**src/rtl/reg_universal_pkg.sv**
```systemverilog
// Shared CTRL codes, FSM state type and burst-eligibility helper for reg_universal_seq.
// Honours REG_UNIVERSAL_ROTATE_EN: rotates are burst-capable only when it is defined.
package reg_universal_pkg;

  localparam logic [2:0] CTRL_HOLD = 3'b000;
  localparam logic [2:0] CTRL_SHL  = 3'b001;
  localparam logic [2:0] CTRL_LOAD = 3'b010;
  localparam logic [2:0] CTRL_SHR  = 3'b011;
  localparam logic [2:0] CTRL_ASR  = 3'b100;
  localparam logic [2:0] CTRL_ROL  = 3'b101;
  localparam logic [2:0] CTRL_ROR  = 3'b110;
  localparam logic [2:0] CTRL_CLR  = 3'b111;

  typedef enum logic [1:0] {
    ST_IDLE   = 2'd0,
    ST_RUN    = 2'd1,
    ST_FINISH = 2'd2
  } state_t;

  function automatic logic is_burst_op(input logic [2:0] op);
    logic ok;
    ok = (op == CTRL_SHL) || (op == CTRL_SHR) || (op == CTRL_ASR);
`ifdef REG_UNIVERSAL_ROTATE_EN
    ok = ok || (op == CTRL_ROL) || (op == CTRL_ROR);
`endif
    return ok;
  endfunction

endpackage

```
**src/rtl/reg_universal_mux.sv**
```systemverilog
// Next-value multiplexer for the universal register (shift/load/rotate/clear).
// Rotates exist only with REG_UNIVERSAL_ROTATE_EN; otherwise 101/110 hold.
module reg_universal_mux
  import reg_universal_pkg::*;
#(
  parameter int WIDTH = 8
) (
  input  logic [WIDTH-1:0] q,
  input  logic [2:0]       op,
  input  logic             s_in,
  input  logic [WIDTH-1:0] d,
  output logic [WIDTH-1:0] q_next
);

  always_comb begin
    q_next = q;
    case (op)
      CTRL_SHL:  q_next = {q[WIDTH-2:0], s_in};
      CTRL_LOAD: q_next = d;
      CTRL_SHR:  q_next = {s_in, q[WIDTH-1:1]};
      CTRL_ASR:  q_next = {q[WIDTH-1], q[WIDTH-1:1]};
`ifdef REG_UNIVERSAL_ROTATE_EN
      CTRL_ROL:  q_next = {q[WIDTH-2:0], q[WIDTH-1]};
      CTRL_ROR:  q_next = {q[0], q[WIDTH-1:1]};
`endif
      CTRL_CLR:  q_next = '0;
      default:   q_next = q;
    endcase
  end

endmodule

```
**src/rtl/reg_universal_seq.sv**
```systemverilog
// Universal shift register with a counted burst sequencer; rotate ops need REG_UNIVERSAL_ROTATE_EN.
// state     | meaning
// ST_IDLE   | CTRL applied per enabled edge; START with a shift/rotate op launches a burst
// ST_RUN    | latched op applied per enabled edge, counter counts down to 0
// ST_FINISH | one-cycle DONE pulse, then back to ST_IDLE
module reg_universal_seq
  import reg_universal_pkg::*;
#(
  parameter  int WIDTH = 8,
  localparam int CNT_W = $clog2(WIDTH + 1)
) (
  input  logic             CLOCK,
  input  logic             RESET_N,
  input  logic             ENABLE,
  input  logic [2:0]       CTRL,
  input  logic             S_IN,
  input  logic [WIDTH-1:0] D,
  input  logic             START,
  input  logic [CNT_W-1:0] LEN,
  output logic [WIDTH-1:0] Q,
  output logic             S_OUT_L,
  output logic             S_OUT_R,
  output logic             BUSY,
  output logic             DONE
);

  state_t           state, state_next;
  logic [CNT_W-1:0] cnt, cnt_next;
  logic [2:0]       op_lat, op_next;
  logic [2:0]       mux_op;
  logic [WIDTH-1:0] mux_q, q_upd;

  // During a burst the latched op drives the mux so CTRL changes are ignored.
  assign mux_op = (state == ST_RUN) ? op_lat : CTRL;

  reg_universal_mux #(.WIDTH(WIDTH)) u_mux (
    .q      (Q),
    .op     (mux_op),
    .s_in   (S_IN),
    .d      (D),
    .q_next (mux_q)
  );

  always_comb begin
    state_next = state;
    cnt_next   = cnt;
    op_next    = op_lat;
    q_upd      = Q;
    case (state)
      ST_IDLE: begin
        if (START && is_burst_op(CTRL)) begin
          op_next    = CTRL;
          cnt_next   = LEN;
          state_next = (LEN == '0) ? ST_FINISH : ST_RUN;
        end else if (ENABLE) begin
          q_upd = mux_q;
        end
      end
      ST_RUN: begin
        if (ENABLE) begin
          q_upd    = mux_q;
          cnt_next = cnt - CNT_W'(1);
          if (cnt == CNT_W'(1)) state_next = ST_FINISH;
        end
      end
      ST_FINISH: state_next = ST_IDLE;
      default:   state_next = ST_IDLE;
    endcase
  end

  always_ff @(posedge CLOCK or negedge RESET_N) begin
    if (!RESET_N) begin
      state  <= ST_IDLE;
      Q      <= '0;
      cnt    <= '0;
      op_lat <= CTRL_HOLD;
      BUSY   <= 1'b0;
      DONE   <= 1'b0;
    end else begin
      state  <= state_next;
      Q      <= q_upd;
      cnt    <= cnt_next;
      op_lat <= op_next;
      BUSY   <= (state_next == ST_RUN);
      DONE   <= (state_next == ST_FINISH);
    end
  end

  assign S_OUT_L = Q[WIDTH-1];
  assign S_OUT_R = Q[0];

endmodule

```
**config.mk**
```make
export PLATFORM = sky130hd
export DESIGN_NAME = reg_universal_seq
export DESIGN_NICKNAME = d
export VERILOG_FILES = /design/src/rtl/reg_universal_pkg.sv /design/src/rtl/reg_universal_mux.sv /design/src/rtl/reg_universal_seq.sv
export SDC_FILE = /design/constraint.sdc
export NUM_CORES = 1
export LEC_CHECK = 0
export BUFFER_PORTS_ARGS = -buffer_cell sky130_fd_sc_hd__buf_2
export CAP_MARGIN = 10
export CORE_UTILIZATION = 47
export DETAILED_ROUTE_END_ITERATION = 10
export HOLD_SLACK_MARGIN = 0.02
export PLACE_DENSITY = 0.79
export SYNTH_ARGS = -nofsm -noshare
export SYNTH_HDL_FRONTEND = slang
export SYNTH_SLANG_ARGS = --single-unit
```
**constraint.sdc**
```tcl
create_clock -name CLOCK -period 1.8 [get_ports CLOCK]
set_input_delay 0.36 -clock CLOCK [delete_from_list [all_inputs] [get_ports CLOCK]]
set_output_delay 0.36 -clock CLOCK [all_outputs]
set_load 0.05 [all_outputs]
```
==> impl_metrics.ini <==
[logic_synthesis]
syn-num-nets = 152
synth.avg_cell_area_um2 = 9.71
synth_cell_types = 42
synth_compound_area_share_pct = 23.7
ys_seq_area_share_pct = 37.7
synth_top_family_by_area = compound AO/OA/AOI/OAI gates
syn-cell-area_mm2 = 0.00126
synth.area.mux_share_pct = 13.8
synthXorXnorAreaFrac_pct = 0.694
synth-seq-cells = 19
yosysWarnings = 0
yosys.area_share.simple_pct = 16.2
synth_fa_ha_area_share_pct = 1.98
syn_inst = 130

[drt]
drt_pass1_iterations = 4
vias = 1198
avgViaCountPerCell = 5.60
drc = 0
routedWlPerCell_um = 15.0
antenna_left = 0
wirelength_um = 3220
drt_iter0_drc = 16

[setup_path]
crit_type = flip-flop to flip-flop
critPathLaunchType = flip-flop
cp.arrival_ns = 2.05
critPathTopFamily = compound AO/OA/AOI/OAI gates
cp-end-kind = flip-flop
rrSetupSlack_ns = -0.05
cp_max_fo = 5
critPathBufInv = 1
critPathSlowestCell = dfrtp_1
cp.required_ns = 2.00
ff2ff_path_depth = 6
r2r-start = state[0]
critPathMaxStageDelay_ns = 0.46
r2r_end = Q[7]
path_cells = buf_6, and4bb_2, a31oi_4, xnor2_2, a22o_1, mux2_2

[floorplan]
die_w_um = 53.8
ioPinCount = 32
fp.dieArea_mm2 = 0.00290
die_h_um = 53.8
rows = 18
initial_core_util_pct = 50.5
core-area_mm2 = 0.00250

[place]
finalWeightedCongestion = 0.824
port_buffers = 31
place_inst = 208
placed_cell_area_mm2 = 0.00160
hpwl_um = 2440

[sta]
max_freq_mhz = 539
tightest_slew_ns = 0.588
setup-tns-final_ns = -0.115
maxSlewViolCount = 0
worst_slack_ns = -0.0536
setup_viol = 5
relSlewSlack_pct = 60.4
finalCritPeriodShare_pct = 103
fin_worst_skew_ns = 0.00472
rsz0062_at_grt = yes
hold_viol_final = 0
period_needed_ns = 1.85

[layout]
final_cell_mix = buf_2 (31), o21ai_0 (23), dfrtp_1 (19), buf_4 (19), inv_1 (12)
final_area_mm2 = 0.00169
area_growth_pct = 34.0
diodes = 0
final_common_cell = buf_2
final_nets = 207
drive_above_1_share_pct = 41.3
stdcell_count = 214

[power_and_ir_drop]
power_mw = 3.53
peakVddDrop_v = 0.00174
p_leak_nw = 0.821
p_per_area_mw_per_mm2 = 2090

[clock_network]
path_clk_slew_ns = 0.11
cts.sinks = 19
cts_tree = built
clkLatencyLatePin_ns = 0.30
h-tree-depth = 1
cts_buffers = 3
clk_path_buf_depth = 2
root_buffer = clkbuf_4

[global_routing]
grt_pass1_wl_um = 5260
grt_start_max_net_pins = 20
grt_pass1_vias = 1206
grt_overflow = 0
antenna_found_initial = 0
grt_usage_pct = 25.5

[run_status]
status = finished, violations left
violations = negative setup slack

[worst_hold_path]
min_path_type = input pin to flip-flop
hold_path_depth = 3
min_from = LEN[0]
min_to = cnt[0]

[job]
drv_cap = 0
==> layer usage <==
metal | track usage, % | part of all wire, % | up-vias
met5 | 0 | 0 | -
met4 | 10.1 | 1.6 | 0
met3 | 4.52 | 3.5 | 6
met2 | 41.2 | 51 | 28
met1 | 33.6 | 44 | 578
li1 | - | - | 586
==> power by group <==
group / total, mW / internal [mW] / switching, mW
Sequential: 0.796 / 0.628 / 0.168
Combinational: 2.51 / 1.11 / 1.40
Clock: 0.224 / 0.0865 / 0.137
Total: 3.53 / 1.83 / 1.70
==> cell type report <==
class                      count  area (um^2)
multi-input combinational     95          766
timing repair buffer          54          342
fill                         200          808
clock buffer                   4         26.3
inverter                      12         45.0
sequential                    19          475
tap                           30         37.5
==> stage by stage <==
step	hold slack (ns)	setup slack, ns	util [%]
after floorplan	0.0644	0.0135	-
after global placement	0.327	-0.127	63.9
after detailed placement	0.334	-0.161	63.9
after CTS	0.303	-0.0426	67.0
after global routing	0.329	-0.106	67.7
final	0.301	-0.0536	67.7
==> state kept, by name, indices dropped and copies added, names as in the netlist <==
signal and count:
op_lat 3, BUSY 1, state 2, Q 8, DONE 1, cnt 4
==> how the worst max path moves through the flow <==
stage / start / end / cells past startpoint
after floorplan: state[1] / Q[6] / 6
after detailed placement: state[0] / Q[7] / 6
final: state[0] / Q[7] / 6
after global placement: state[0] / Q[7] / 6
after global routing: state[0] / Q[4] / 7
after CTS: state[0] / Q[7] / 6
==> worst reg2reg max path, stage by stage, from the launching register on <==
cell	delay, ns
dfrtp_1	0.46
buf_6	0.15
and4bb_2	0.24
a31oi_4	0.26
xnor2_2	0.15
a22o_1	0.24
mux2_2	0.26
==> kinds of logic (layout without fill, tap and decap cells) <==
| group | count (synthesis) | in the layout |
|---|---|---|
| muxes | 15 | 15 |
| buffers and inverters | 16 | 70 |
| xor gates and xnor gates | 1 | 1 |
| DFF | 19 | 19 |
| adders and majority gates | 2 | 2 |
| AOI/OAI and AO/OA | 44 | 44 |
| and+or+nand+nor | 33 | 33 |
==> cells in the mapped netlist (all sizes together) <==
| cell type | number | area [um^2] |
|---|---|---|
| o21a | 1 | 7.51 |
| mux2i | 9 | 103 |
| a31oi | 1 | 12.5 |
| a22oi | 1 | 7.51 |
| inv | 12 | 45.0 |
| buf | 4 | 31.3 |
| a31o | 1 | 8.76 |
| nand3 | 3 | 15.0 |
| nor4b | 1 | 8.76 |
| and3b | 1 | 8.76 |
| nand2 | 9 | 36.3 |
| or2b | 1 | 7.51 |
| and4bb | 2 | 25.0 |
| nand2b | 2 | 12.5 |
| nor3 | 1 | 5.00 |
| nor2 | 2 | 7.51 |
| dfrtp | 19 | 475 |
| a32o | 6 | 60.1 |
| nand3b | 1 | 7.51 |
| ha | 2 | 25.0 |
| o21ai | 25 | 129 |
| or2 | 1 | 6.26 |
| a21oi | 3 | 15.0 |
| o22ai | 2 | 12.5 |
| mux2 | 6 | 71.3 |
| or3b | 1 | 8.76 |
| a22o | 1 | 8.76 |
| xnor2 | 1 | 8.76 |
| nor4 | 1 | 6.26 |
| a32oi | 1 | 8.76 |
| o211ai | 2 | 28.8 |
| and2b | 1 | 7.51 |
| nor3b | 3 | 22.5 |
| nor2b | 3 | 18.8 |
==> what timing repair did <==
action                     in CTS  in global routing
hold endpoints to repair       19                  0
buffers inserted                1                  0
gates cloned                    0                  0
pin swaps                       2                  1
setup endpoints to repair       8                  8
hold buffers                    1                  0
resized for setup               7                  3
Power figures use the tool's default switching activity.
